## config.mk

```make
export PLATFORM = sky130hd
export DESIGN_NAME = alu_issue_flat
export DESIGN_NICKNAME = d
export VERILOG_FILES = /design/src/rtl/alu_issue_if.sv /design/src/rtl/alu_issue.sv /design/src/flat_wrapper.sv
export SDC_FILE = /design/constraint.sdc
export NUM_CORES = 1
export LEC_CHECK = 0
export CAP_MARGIN = 5
export CELL_PAD_IN_SITES_DETAIL_PLACEMENT = 1
export CELL_PAD_IN_SITES_GLOBAL_PLACEMENT = 1
export CORE_ASPECT_RATIO = 1.25
export CORE_MARGIN = 2
export CORE_UTILIZATION = 31
export DETAILED_ROUTE_END_ITERATION = 10
export PLACE_DENSITY = 0.86
export REMOVE_ABC_BUFFERS = 1
export SLEW_MARGIN = 15
export SYNTH_ARGS = -nofsm -noshare
export SYNTH_HDL_FRONTEND = slang
export SYNTH_SLANG_ARGS = --single-unit
```

## constraint.sdc

```tcl
create_clock -name clk -period 2 [get_ports clk]
set_input_delay 0.3 -clock clk [delete_from_list [all_inputs] [get_ports clk]]
set_output_delay 0.3 -clock clk [all_outputs]
set_load 0.02 [all_outputs]
```

## src/rtl/alu_issue_if.sv

```systemverilog
// Fetch, regfile and ALU signals of the alu_issue stage.
// slave: the issue stage itself. master: its surroundings (fetch, regfile, ALU).
interface alu_issue_if;
  logic        instr_valid;
  logic        instr_ready;
  logic [31:0] instr;
  logic [31:0] pc;
  logic [4:0]  rf_rs1_addr;
  logic [4:0]  rf_rs2_addr;
  logic [31:0] rf_rs1_data;
  logic [31:0] rf_rs2_data;
  logic        alu_valid;
  logic        alu_ready;
  logic [31:0] alu_rs1;
  logic [31:0] alu_rs2;
  logic [6:0]  alu_opcode;
  logic [2:0]  alu_func3;
  logic [6:0]  alu_func7;
  logic [4:0]  alu_rd;
  logic        illegal;

  modport slave (
    input  instr_valid, instr, pc, rf_rs1_data, rf_rs2_data, alu_ready,
    output instr_ready, rf_rs1_addr, rf_rs2_addr, alu_valid, alu_rs1, alu_rs2,
           alu_opcode, alu_func3, alu_func7, alu_rd, illegal
  );

  modport master (
    output instr_valid, instr, pc, rf_rs1_data, rf_rs2_data, alu_ready,
    input  instr_ready, rf_rs1_addr, rf_rs2_addr, alu_valid, alu_rs1, alu_rs2,
           alu_opcode, alu_func3, alu_func7, alu_rd, illegal
  );
endinterface

```

## src/rtl/alu_issue.sv

```systemverilog
// alu_issue: RV32I decode-and-issue stage for OP, OP_IMM and AUIPC.
// Accepts an instruction in IDLE, reads both sources in READ, holds ALU operands in HOLD.
// Optional macro ALU_ISSUE_ILLEGAL_EN: reject unsupported encodings with an `illegal` pulse.
module alu_issue (
  input  logic       clk,
  input  logic       reset,
  alu_issue_if.slave bus
);

  typedef enum logic [1:0] {StIdle, StRead, StHold} state_e;

  localparam logic [6:0] OpcOp    = 7'b0110011;
  localparam logic [6:0] OpcOpImm = 7'b0010011;
  localparam logic [6:0] OpcAuipc = 7'b0010111;
  localparam logic [6:0] F7Alt    = 7'b0100000;

  state_e      state_q, state_d;
  logic [31:0] instr_q, instr_d;
  logic [31:0] pc_q, pc_d;
  logic [31:0] alu_rs1_q, alu_rs1_d;
  logic [31:0] alu_rs2_q, alu_rs2_d;
  logic [6:0]  alu_opcode_q, alu_opcode_d;
  logic [2:0]  alu_func3_q, alu_func3_d;
  logic [6:0]  alu_func7_q, alu_func7_d;
  logic [4:0]  alu_rd_q, alu_rd_d;
  logic        illegal_q, illegal_d;

  // Decoded fields of the latched instruction.
  logic [6:0]  opcode;
  logic [2:0]  func3;
  logic [6:0]  func7;
  logic [4:0]  rs1_idx;
  logic [4:0]  rs2_idx;

  assign opcode  = instr_q[6:0];
  assign func3   = instr_q[14:12];
  assign func7   = instr_q[31:25];
  assign rs1_idx = instr_q[19:15];
  assign rs2_idx = instr_q[24:20];

  // Source values with x0 forced to zero.
  logic [31:0] rs1_val;
  logic [31:0] rs2_val;

  assign rs1_val = (rs1_idx == 5'd0) ? 32'd0 : bus.rf_rs1_data;
  assign rs2_val = (rs2_idx == 5'd0) ? 32'd0 : bus.rf_rs2_data;

  // Operands that READ will register.
  logic [31:0] op_rs1;
  logic [31:0] op_rs2;
  logic [2:0]  op_func3;
  logic [6:0]  op_func7;

  // Operand build from opcode class.
  always_comb begin
    op_rs1   = rs1_val;
    op_rs2   = rs2_val;
    op_func3 = func3;
    op_func7 = func7;
    case (opcode)
      OpcOp: begin
        op_rs2   = rs2_val;
        op_func7 = func7;
      end
      OpcOpImm: begin
        if (func3 == 3'b001 || func3 == 3'b101) begin
          // Shifts: shamt in rs2 field, func7 selects logical/arithmetic.
          op_rs2   = {27'd0, instr_q[24:20]};
          op_func7 = func7;
        end else begin
          op_rs2   = {{20{instr_q[31]}}, instr_q[31:20]};
          op_func7 = 7'd0;
        end
      end
      OpcAuipc: begin
        op_rs1   = pc_q;
        op_rs2   = {instr_q[31:12], 12'd0};
        op_func3 = 3'd0;
        op_func7 = 7'd0;
      end
      default: begin
        // Unsupported opcodes pass through like OP; the ALU yields 0 for them.
        op_rs2   = rs2_val;
        op_func7 = func7;
      end
    endcase
  end

  logic is_illegal;

`ifdef ALU_ISSUE_ILLEGAL_EN
  // Legality of the latched instruction.
  always_comb begin
    is_illegal = 1'b0;
    case (opcode)
      OpcOp: begin
        if (func7 != 7'd0 && func7 != F7Alt) begin
          is_illegal = 1'b1;
        end else if (func7 == F7Alt && func3 != 3'b000 && func3 != 3'b101) begin
          is_illegal = 1'b1;
        end
      end
      OpcOpImm: begin
        if (func3 == 3'b001 && func7 != 7'd0) begin
          is_illegal = 1'b1;
        end else if (func3 == 3'b101 && func7 != 7'd0 && func7 != F7Alt) begin
          is_illegal = 1'b1;
        end
      end
      OpcAuipc: is_illegal = 1'b0;
      default:  is_illegal = 1'b1;
    endcase
  end
`else
  assign is_illegal = 1'b0;
`endif

  // Next-state and datapath load control.
  always_comb begin
    state_d      = state_q;
    instr_d      = instr_q;
    pc_d         = pc_q;
    alu_rs1_d    = alu_rs1_q;
    alu_rs2_d    = alu_rs2_q;
    alu_opcode_d = alu_opcode_q;
    alu_func3_d  = alu_func3_q;
    alu_func7_d  = alu_func7_q;
    alu_rd_d     = alu_rd_q;
    illegal_d    = 1'b0;
    unique case (state_q)
      StIdle: begin
        if (bus.instr_valid) begin
          instr_d = bus.instr;
          pc_d    = bus.pc;
          state_d = StRead;
        end
      end
      StRead: begin
        if (is_illegal) begin
          // Drop the instruction; the pulse lands in the following IDLE cycle.
          illegal_d = 1'b1;
          state_d   = StIdle;
        end else begin
          alu_rs1_d    = op_rs1;
          alu_rs2_d    = op_rs2;
          alu_opcode_d = opcode;
          alu_func3_d  = op_func3;
          alu_func7_d  = op_func7;
          alu_rd_d     = instr_q[11:7];
          state_d      = StHold;
        end
      end
      StHold: begin
        if (bus.alu_ready) begin
          state_d = StIdle;
        end
      end
      default: state_d = StIdle;
    endcase
  end

  // State and datapath registers with synchronous reset.
  always_ff @(posedge clk) begin
    if (reset) begin
      state_q      <= StIdle;
      instr_q      <= 32'd0;
      pc_q         <= 32'd0;
      alu_rs1_q    <= 32'd0;
      alu_rs2_q    <= 32'd0;
      alu_opcode_q <= 7'd0;
      alu_func3_q  <= 3'd0;
      alu_func7_q  <= 7'd0;
      alu_rd_q     <= 5'd0;
      illegal_q    <= 1'b0;
    end else begin
      state_q      <= state_d;
      instr_q      <= instr_d;
      pc_q         <= pc_d;
      alu_rs1_q    <= alu_rs1_d;
      alu_rs2_q    <= alu_rs2_d;
      alu_opcode_q <= alu_opcode_d;
      alu_func3_q  <= alu_func3_d;
      alu_func7_q  <= alu_func7_d;
      alu_rd_q     <= alu_rd_d;
      illegal_q    <= illegal_d;
    end
  end

  assign bus.instr_ready = (state_q == StIdle);
  assign bus.alu_valid   = (state_q == StHold);
  assign bus.rf_rs1_addr = rs1_idx;
  assign bus.rf_rs2_addr = rs2_idx;
  assign bus.alu_rs1     = alu_rs1_q;
  assign bus.alu_rs2     = alu_rs2_q;
  assign bus.alu_opcode  = alu_opcode_q;
  assign bus.alu_func3   = alu_func3_q;
  assign bus.alu_func7   = alu_func7_q;
  assign bus.alu_rd      = alu_rd_q;
  assign bus.illegal     = illegal_q;

endmodule
```

## src/flat_wrapper.sv

```systemverilog
// flat-port wrapper written by rule: the top's interface ports become plain ports
module alu_issue_flat 
  (clk, reset, bus_instr_valid, bus_instr, bus_pc, bus_rf_rs1_data, bus_rf_rs2_data, bus_alu_ready, bus_instr_ready, bus_rf_rs1_addr, bus_rf_rs2_addr, bus_alu_valid, bus_alu_rs1, bus_alu_rs2, bus_alu_opcode, bus_alu_func3, bus_alu_func7, bus_alu_rd, bus_illegal);
  alu_issue_if bus_i ();
  input  logic clk;
  input  logic reset;
  input wire logic [$bits(bus_i.instr_valid)-1:0] bus_instr_valid;
  input wire logic [$bits(bus_i.instr)-1:0] bus_instr;
  input wire logic [$bits(bus_i.pc)-1:0] bus_pc;
  input wire logic [$bits(bus_i.rf_rs1_data)-1:0] bus_rf_rs1_data;
  input wire logic [$bits(bus_i.rf_rs2_data)-1:0] bus_rf_rs2_data;
  input wire logic [$bits(bus_i.alu_ready)-1:0] bus_alu_ready;
  output wire logic [$bits(bus_i.instr_ready)-1:0] bus_instr_ready;
  output wire logic [$bits(bus_i.rf_rs1_addr)-1:0] bus_rf_rs1_addr;
  output wire logic [$bits(bus_i.rf_rs2_addr)-1:0] bus_rf_rs2_addr;
  output wire logic [$bits(bus_i.alu_valid)-1:0] bus_alu_valid;
  output wire logic [$bits(bus_i.alu_rs1)-1:0] bus_alu_rs1;
  output wire logic [$bits(bus_i.alu_rs2)-1:0] bus_alu_rs2;
  output wire logic [$bits(bus_i.alu_opcode)-1:0] bus_alu_opcode;
  output wire logic [$bits(bus_i.alu_func3)-1:0] bus_alu_func3;
  output wire logic [$bits(bus_i.alu_func7)-1:0] bus_alu_func7;
  output wire logic [$bits(bus_i.alu_rd)-1:0] bus_alu_rd;
  output wire logic [$bits(bus_i.illegal)-1:0] bus_illegal;
  assign bus_i.instr_valid = bus_instr_valid;
  assign bus_i.instr = bus_instr;
  assign bus_i.pc = bus_pc;
  assign bus_i.rf_rs1_data = bus_rf_rs1_data;
  assign bus_i.rf_rs2_data = bus_rf_rs2_data;
  assign bus_i.alu_ready = bus_alu_ready;
  assign bus_instr_ready = bus_i.instr_ready;
  assign bus_rf_rs1_addr = bus_i.rf_rs1_addr;
  assign bus_rf_rs2_addr = bus_i.rf_rs2_addr;
  assign bus_alu_valid = bus_i.alu_valid;
  assign bus_alu_rs1 = bus_i.alu_rs1;
  assign bus_alu_rs2 = bus_i.alu_rs2;
  assign bus_alu_opcode = bus_i.alu_opcode;
  assign bus_alu_func3 = bus_i.alu_func3;
  assign bus_alu_func7 = bus_i.alu_func7;
  assign bus_alu_rd = bus_i.alu_rd;
  assign bus_illegal = bus_i.illegal;
  alu_issue u_core (.clk(clk), .reset(reset), .bus(bus_i));
endmodule
```

# [Word-level counts from Yosys, hierarchy flattened]
# Cells that the tools add are included.
[word_totals] regBits=152 latchBits=0 ramBits=0 mem_bits_ro=0 output_inout_bits=99 wordCells=34 memories=0
[classes] add_sub_neg=0 mul=0 div_mod_pow=0 magnitude_cmp=0 n_eq_ne=8 shift=0 mux=11 bitwise=0 reduce_logical=6
[ops] cell="32-bit 2-to-1 mux" count=4
[ops] cell="32-bit case mux with 2 select lines" count=1
[ops] cell="7-bit by 5-bit equality test with 1-bit output, second input constant" count=2
[ops] cell="7-bit case mux with 2 select lines" count=1
[ops] cell="5-bit logical NOT" count=2
[ops] cell="7-bit 2-to-1 mux" count=1
[ops] cell="2-bit case mux with 3 select lines" count=1
[ops] cell="2-bit 2-to-1 mux" count=2
[ops] cell="2-bit != test, second input constant" count=2
[ops] cell="2-bit AND reduction" count=2
[ops] cell="3-bit by 1-bit equality test with 1-bit output, second input constant" count=1
[ops] cell="3-bit equality test, second input constant" count=1
[ops] cell="3-bit 2-to-1 mux" count=1
[ops] cell="2-bit by 1-bit equality test with 1-bit output, second input constant" count=1
[ops] cell="2-bit equality test, second input constant" count=1
[ops] cell="2-bit logical NOT" count=1
[ops] cell="1-bit logical OR" count=1

# [Longest topological paths before layout]
# Gate-level depths: netlist of the first run.
[depth] ltp_word=4 depth_mapped=7

# [Worst setup path before layout of the first run]
# OpenSTA, ideal clock, no wires.
[synth_timing] kind="register -> register" startpoint="reg u_core.state_q[1]" endpoint="reg u_core.pc_q[29]" setup_ps=71 arrival_ps=1446 required_time_ps=1929 slack_ps=484 stages_incl_launch_ff=7 n_path_buf=2 period_less_slack_ps=1516 path_cell_list="dfxtp_1 > nor2_1 > and2_1 > clkbuf_1 > buf_2 > nand2_1 > a21oi_1"
[synth_via] elab_chain_len=2
[synth_rtl] element="from (decl)" line="alu_issue.sv:17" text="state_e state_q, state_d;"
[synth_rtl] element="from (signal assigned)" line="alu_issue.sv:165" text="state_q <= StIdle;"
[synth_rtl] element="from (signal assigned)" line="alu_issue.sv:176" text="state_q <= state_d;"
[synth_rtl] element="2-bit logical NOT"
[synth_rtl] element="net bus_instr_ready" line="flat_wrapper.sv:13" text="output wire logic [$bits(bus_i.instr_ready)-1:0] bus_instr_ready;"
[synth_rtl] element="2-bit AND reduction (no source line)"
[synth_rtl] element="to (signal assigned)" line="alu_issue.sv:178" text="pc_q <= pc_d;"
[synth_rtl] element="to (decl)" line="alu_issue.sv:19" text="logic [31:0] pc_q, pc_d;"
# The timed path passes the listed nets, and every way through them passes these cells.
# A chain may end at the register's enable or synchronous reset.

# [Worst setup path after layout of the first run]
[layout_timing] startpoint="reg u_core.state_q[1]" endpoint="out bus_instr_ready"
[layout_via] elab_chain_len=1
[layout_rtl] element="2-bit logical NOT" line="alu_issue.sv:189" text="assign bus.instr_ready = (state_q == StIdle);"
[layout_rtl] element="to (decl)" line="flat_wrapper.sv:13"
# No other way between the ends.

==> results.md, run 1 <==
* Outcome: finished, final reports clean
* Clock power share at 40.8%
* Post-DP HPWL at 14,500 um
* Least-Margin Pin Slew at 0.924 ns
* Sequential share of the synthesized area at 50.3%
* Crit share post-route at 96.1%
* Hold_sp: reset
* Crit end category: output pin
* Crit path max fanout at 4
* Max Cap Viol at 0
* Worst flop-to-flop path startpoint: u_core.instr_q[5]
* Dpl cells at 1,144
* GPL Wtd Cong at 0.764
* Initial antenna violation count at 1
* Comb power frac at 18.5%
* Largest net degree at the start of global routing at 68
* Leakage at 3.28 nW
* CP top delay family: buffers and inverters
* Kind of critical path: reg2out
* CTS tree: built
* CP arrival at 1.62 ns
* First-pass detailed-route iteration total at 4
* Die height at 160 um
* Critical path buffers and inverters at 1
* DR DRC count at 0
* Die span in x at 129 um
* CTS clk-pin slew, worst paths at 0.06 ns
* Finished Layout Cells at 1,175
* Worst-path cell chain: nor2_1 > clkdlybuf4s50_1
* Core Region at 19,300 um2
* Average size of a mapped cell at 8.23 um2
* Routed vias at 6,125
* Iteration-0 DRC count of the detailed router at 261
* Fin crit period at 1.92 ns
* CTS Buf Count at 17
* Vias in the first global route at 6,504
* GRT Util Overall at 21.2%
* Internal power at 6.01 mW
* Fmax at 520 MHz
* CP Launch Type: flop
* Slew margin rel. at 38.3%
* Share of layout cells above drive strength 1 at 8.73%
* Worst Slack Setup Final at 0.0784 ns
* Flops & latches, synth at 152
* Endpoints failing setup at 0
* Synth unique cells at 31
* Clock Skew at 0.0112 ns
* Internal reg-to-reg setup slack at 0.15 ns
* Root Buffer: clkbuf_16
* Commonest non-fill, non-tap cells in the layout: clkdlybuf4s50_1 (227), nand2_1 (160), dfxtp_1 (152)
* Worst EP required at 1.70 ns
* Net count, final at 1,059
* CP max stage delay at 0.65 ns
* Fin Hold WS at 0.290 ns
* Switching Share at 26.9%
* Max-slew violations at 0
* Warnings from Yosys at 0
* Aggregate global routing overflow at 0
* Pre-CTS setup slack at 0.215 ns
* Most common cell after layout, fill and taps aside: clkdlybuf4s50_1
* Power Dens Cells at 893 nW/um2
* # IOs at 231
* Sequential share of power at 40.7%
* Post-synth top area cell: dfxtp_1
* Sw power at 2.21 mW
* Worst hold stages at 2
* DIE AREA at 20,700 um2
* Routed WL at 21,700 um
* Synth top area cells: dfxtp_1 (50%), nand2_1 (10%), a21oi_1 (9.3%)
* Clk buf depth at 2
* RSZ-0062 raised after global routing: no
* Share of the synthesized area in the top cell type at 50.3%
* Hold Crit Class: in2reg
* Clock Latency Late Sink at 0.41 ns
* Clk sink count at 152
* Worst flop-to-flop path endpoint: u_core.bus.alu_rs1[5]
* Slowest CP cell: clkdlybuf4s50_1
* Area grow syn2layout at 52.1%
* Starting Density at 31.4%
* H-tree Lvls at 4
* Final hold viol count at 0
* First-pass GRT wire length at 34,400 um
* Hold endpoint: u_core.pc_q[13]
* Final Total Pwr at 8.21 mW
* Cells after synthesis at 735
* Synth Cell Area at 6050 um2
* Peak supply drop at 0.463 mV
* WL/cell at 18.5 um
* Reg2Reg Depth at 5
* Via-to-Cell Ratio at 5.21
* Routed Antenna Nets at 0
* IO buf count at 229
* Post-CTS Setup Bufs at 0
* Antenna diode count at 0
* # rows at 57
* Final design utilization at 47.8%
per-layer routing:
metal | share of wire, % | track usage [%] | wire length (um)
met1 | 40 | 23.4 | 8790
met3 | 5.0 | 4.62 | 1080
met2 | 53 | 39.9 | 11500
met4 | 1.6 | 6.08 | 339
met5 | 0.060 | 0 | 13
power groups by stage:
stage          sequential, mW  clock [mW]  combinational, mW
2_1_floorplan            3.53           0              0.536
3_3_place_gp             3.40           0               1.48
3_5_place_dp             3.41           0               1.52
4_1_cts                  3.35        3.42               1.53
5_1_grt                  3.37        3.53               1.64
6_report                 3.35        3.35               1.52
sequential cells by signal, indices dropped and copies added (netlist names):
name	count
u_core.pc_q	32
u_core.bus.alu_func3	3
u_core.state_q	2
u_core.bus.alu_func7	7
u_core.bus.alu_rs1	32
u_core.bus.alu_opcode	7
u_core.instr_q	32
u_core.bus.alu_rs2	32
u_core.bus.alu_rd	5
worst max path at each step:
stage | start | end | cells after the start
6_report | u_core.state_q[1] | bus_instr_ready | 2
5_1_grt | u_core.state_q[1] | bus_instr_ready | 2
3_3_place_gp | u_core.instr_q[5] | u_core.bus.alu_rs1[3] | 5
4_1_cts | u_core.state_q[1] | bus_instr_ready | 2
3_5_place_dp | u_core.instr_q[3] | u_core.bus.alu_rs1[5] | 5
2_1_floorplan | u_core.state_q[0] | u_core.bus.alu_rs2[31] | 2
cell families (layout without fill, tap and decap cells):
| family | Yosys count | count (layout) | synth area share [%] |
|---|---|---|---|
| flip-flops | 152 | 152 | 50.3 |
| AND/OR/NAND/NOR | 300 | 300 | 20.7 |
| AO/OA/AOI/OAI | 205 | 205 | 22.7 |
| other | 1 | 1 | 0.0620 |
| buffers and inverters | 77 | 281 | 6.23 |
cells in the mapped netlist:
master    count
nor3_1       11
nand4b_1      1
a211oi_2     20
a311oi_1      1
a21oi_2       1
a221oi_1      9
nand3_2       1
a211oi_1     32
clkbuf_1     36
buf_2        13
buf_6         2
nand4_1       1
dfxtp_1     152
a31oi_1       3
nor2b_1       3
nor2_1       75
conb_1        1
or3_4         1
and2_1        1
and3_1        1
buf_4        15
buf_1        11
a21oi_1     112
a22oi_2       1
and4b_1       1
nand2_1     161
nand2b_1      2
nand3_1      39
a22oi_1      26
nor3_4        1
or3b_1        1
per-stage QoR:
step | instance area (um2) | setup TNS (ns)
6_report | 9200 | 0
5_1_grt | 9200 | 0
4_1_cts | 9200 | 0
3_5_place_dp | 8590 | 0
3_3_place_gp | 8590 | 0
2_1_floorplan | 5670 | -127.26
worst register-to-register path, stage by stage (launching register included):
cell      delay (ns)
dfxtp_1         0.34
nor2_1          0.42
and3_2          0.31
buf_4           0.25
a21oi_1         0.13
a211oi_1        0.31
cell type report:
cell class	count	area, um2
fillers	2261	10100
multi-input cells	506	2650
flip-flops and latches	152	3040
clock buffers	21	470
repair buffers	250	2600
well taps	236	295
clock inverters	10	141
timing repair:
action,in CTS,in global routing
hold buffers,0,0
gates resized for setup,1,0
endpoints found under the setup margin,1,0
Power figures use the tool's default switching activity.
==> run 2, diff against run 1 <==
--- a/config.mk
+++ b/config.mk
@@ -12,6 +12,7 @@
 export CORE_MARGIN = 2
 export CORE_UTILIZATION = 31
 export DETAILED_ROUTE_END_ITERATION = 10
+export MAX_ROUTING_LAYER = met4
 export PLACE_DENSITY = 0.86
 export REMOVE_ABC_BUFFERS = 1
 export SLEW_MARGIN = 15
==> results.md, run 2 (synthesis gave the netlist of run 1 again) <==
* # rows at 57 (unchanged)
* Largest net degree at the start of global routing at 68 (unchanged)
* CP Launch Type: flop (unchanged)
* Clock power share at 40.8% (about the same)
* Sw power at 2.21 mW (about the same)
* Core Region at 19,300 um2 (unchanged)
* Commonest non-fill, non-tap cells in the layout: clkdlybuf4s50_1 (227), nand2_1 (160), dfxtp_1 (152) (unchanged)
* CTS Buf Count at 17 (unchanged)
* H-tree Lvls at 4 (unchanged)
* Least-Margin Pin Slew at 0.923 ns (was 0.924 ns)
* Sequential share of power at 40.7% (about the same)
* CTS clk-pin slew, worst paths at 0.06 ns (about the same)
* Max Cap Viol at 0 (unchanged)
* Clk sink count at 152 (unchanged)
* Worst-path cell chain: nor2_1 > clkdlybuf4s50_1 (unchanged)
* Clock Skew at 0.0112 ns (about the same)
* Finished Layout Cells at 1,176 (was 1,175)
* Root Buffer: clkbuf_16 (unchanged)
* Starting Density at 31.4% (unchanged)
* Area grow syn2layout at 52.2% (was 52.1%)
* Routed Antenna Nets at 0 (unchanged)
* Switching Share at 26.9% (about the same)
* Fin Hold WS at 0.290 ns (about the same)
* Aggregate global routing overflow at 0 (unchanged)
* Hold Crit Class: in2reg (unchanged)
* # IOs at 231 (unchanged)
* Routed WL at 21,700 um (about the same)
* GPL Wtd Cong at 0.774 (was 0.764)
* Iteration-0 DRC count of the detailed router at 283 (was 261)
* Most common cell after layout, fill and taps aside: clkdlybuf4s50_1 (unchanged)
* Die span in x at 129 um (unchanged)
* Via-to-Cell Ratio at 5.21 (about the same)
* Routed vias at 6,123 (was 6,125)
* Clk buf depth at 2 (unchanged)
* Fin crit period at 1.92 ns (about the same)
* Vias in the first global route at 6,500 (was 6,504)
* Clock Latency Late Sink at 0.41 ns (about the same)
* Final design utilization at 47.8% (about the same)
* CTS resizes at 1 (unchanged)
* Net count, final at 1,059 (unchanged)
* Worst EP required at 1.70 ns (about the same)
* Reg2Reg Depth at 5 (unchanged)
* Outcome: finished, final reports clean (unchanged)
* Final Total Pwr at 8.21 mW (about the same)
* Endpoints failing setup at 0 (unchanged)
* Comb power frac at 18.5% (about the same)
* Post-CTS Setup Bufs at 0 (unchanged)
* WL/cell at 18.4 um (was 18.5 um)
* Crit path max fanout at 4 (unchanged)
* Slowest CP cell: clkdlybuf4s50_1 (unchanged)
* Worst hold stages at 2 (unchanged)
* Initial antenna violation count at 1 (unchanged)
* RSZ-0062 raised after global routing: no (unchanged)
* GRT Util Overall at 21.8% (was 21.2%)
* First-pass GRT wire length at 34,300 um (was 34,400 um)
* Slew margin rel. at 38.3% (about the same)
* Die height at 160 um (unchanged)
* Final hold viol count at 0 (unchanged)
* Share of layout cells above drive strength 1 at 8.73% (unchanged)
* Internal power at 6.01 mW (about the same)
* Fmax at 520 MHz (about the same)
* First-pass detailed-route iteration total at 6 (was 4)
* DIE AREA at 20,700 um2 (unchanged)
* Crit end category: output pin (unchanged)
* Dpl cells at 1,144 (unchanged)
* Post-DP HPWL at 14,500 um (unchanged)
* Max-slew violations at 0 (unchanged)
* Leakage at 3.28 nW (about the same)
* Crit share post-route at 96.1% (about the same)
* Kind of critical path: reg2out (unchanged)
* CTS tree: built (unchanged)
* Peak supply drop at 0.463 mV (about the same)
* IO buf count at 229 (unchanged)
* DR DRC count at 0 (unchanged)
* Hold Buf Count CTS at 0 (unchanged)
* CP arrival at 1.62 ns (about the same)
* CP max stage delay at 0.65 ns (about the same)
* Power Dens Cells at 893 nW/um2 (about the same)
run 2: cell types whose count changed in the layout (fill, tap and decap cells not counted):
cell	before	now
diode_2	0	1
run 2: path summary, 6_finish.rpt:
| kind | from | end | slack, ns |
|---|---|---|---|
| setup / recovery | u_core.state_q[1] | bus_instr_ready | 0.08 |
| hold / removal | reset | u_core.pc_q[13] | 0.29 |
| setup reg to reg | u_core.instr_q[5] | u_core.bus.alu_rs1[5] | 0.15 |
| hold reg to reg | u_core.instr_q[8] | u_core.bus.alu_rd[1] | 0.45 |
run 2: per-stage QoR:
step	TNS [ns]	worst slack, ns	instance area (um2)
after global placement	0	0.332	8590
after floorplan	-127.26	-1.55	5670
final	0	0.0784	9200
after detailed placement	0	0.215	8590
after CTS	0	0.0363	9200
after global routing	0	0.00902	9200
run 2: layout make-up:
class,instances,area (um2)
Antenna cell,1,2.50
Clock inverter,10,141
Sequential cell,152,3040
Timing Repair Buffer,250,2600
Clock buffer,21,470
Tap cell,236,295
Fill cell,2262,10100
Multi-Input combinational cell,506,2650
run 2: critical path, delay by kind of cell (launching register included):
family	cells	cell delay, ns
buffers and inverters	1	0.65
flip-flops	1	0.35
AND/OR/NAND/NOR	1	0.22
run 2: layer usage:
layer | global-route usage (%) | vias up | wire, um
met5 | - | - | 0
li1 | - | 2908 | -
met4 | 6.08 | 0 | 345
met3 | 3.99 | 28 | 952
met2 | 40.0 | 181 | 11500
met1 | 23.7 | 3006 | 8840
run 2: power groups by stage:
stage | Clock (mW) | Sequential, mW | Combinational [mW]
6_report | 3.35 | 3.35 | 1.52
5_1_grt | 3.53 | 3.37 | 1.64
4_1_cts | 3.42 | 3.35 | 1.53
3_5_place_dp | 0 | 3.41 | 1.52
3_3_place_gp | 0 | 3.40 | 1.48
2_1_floorplan | 0 | 3.53 | 0.536
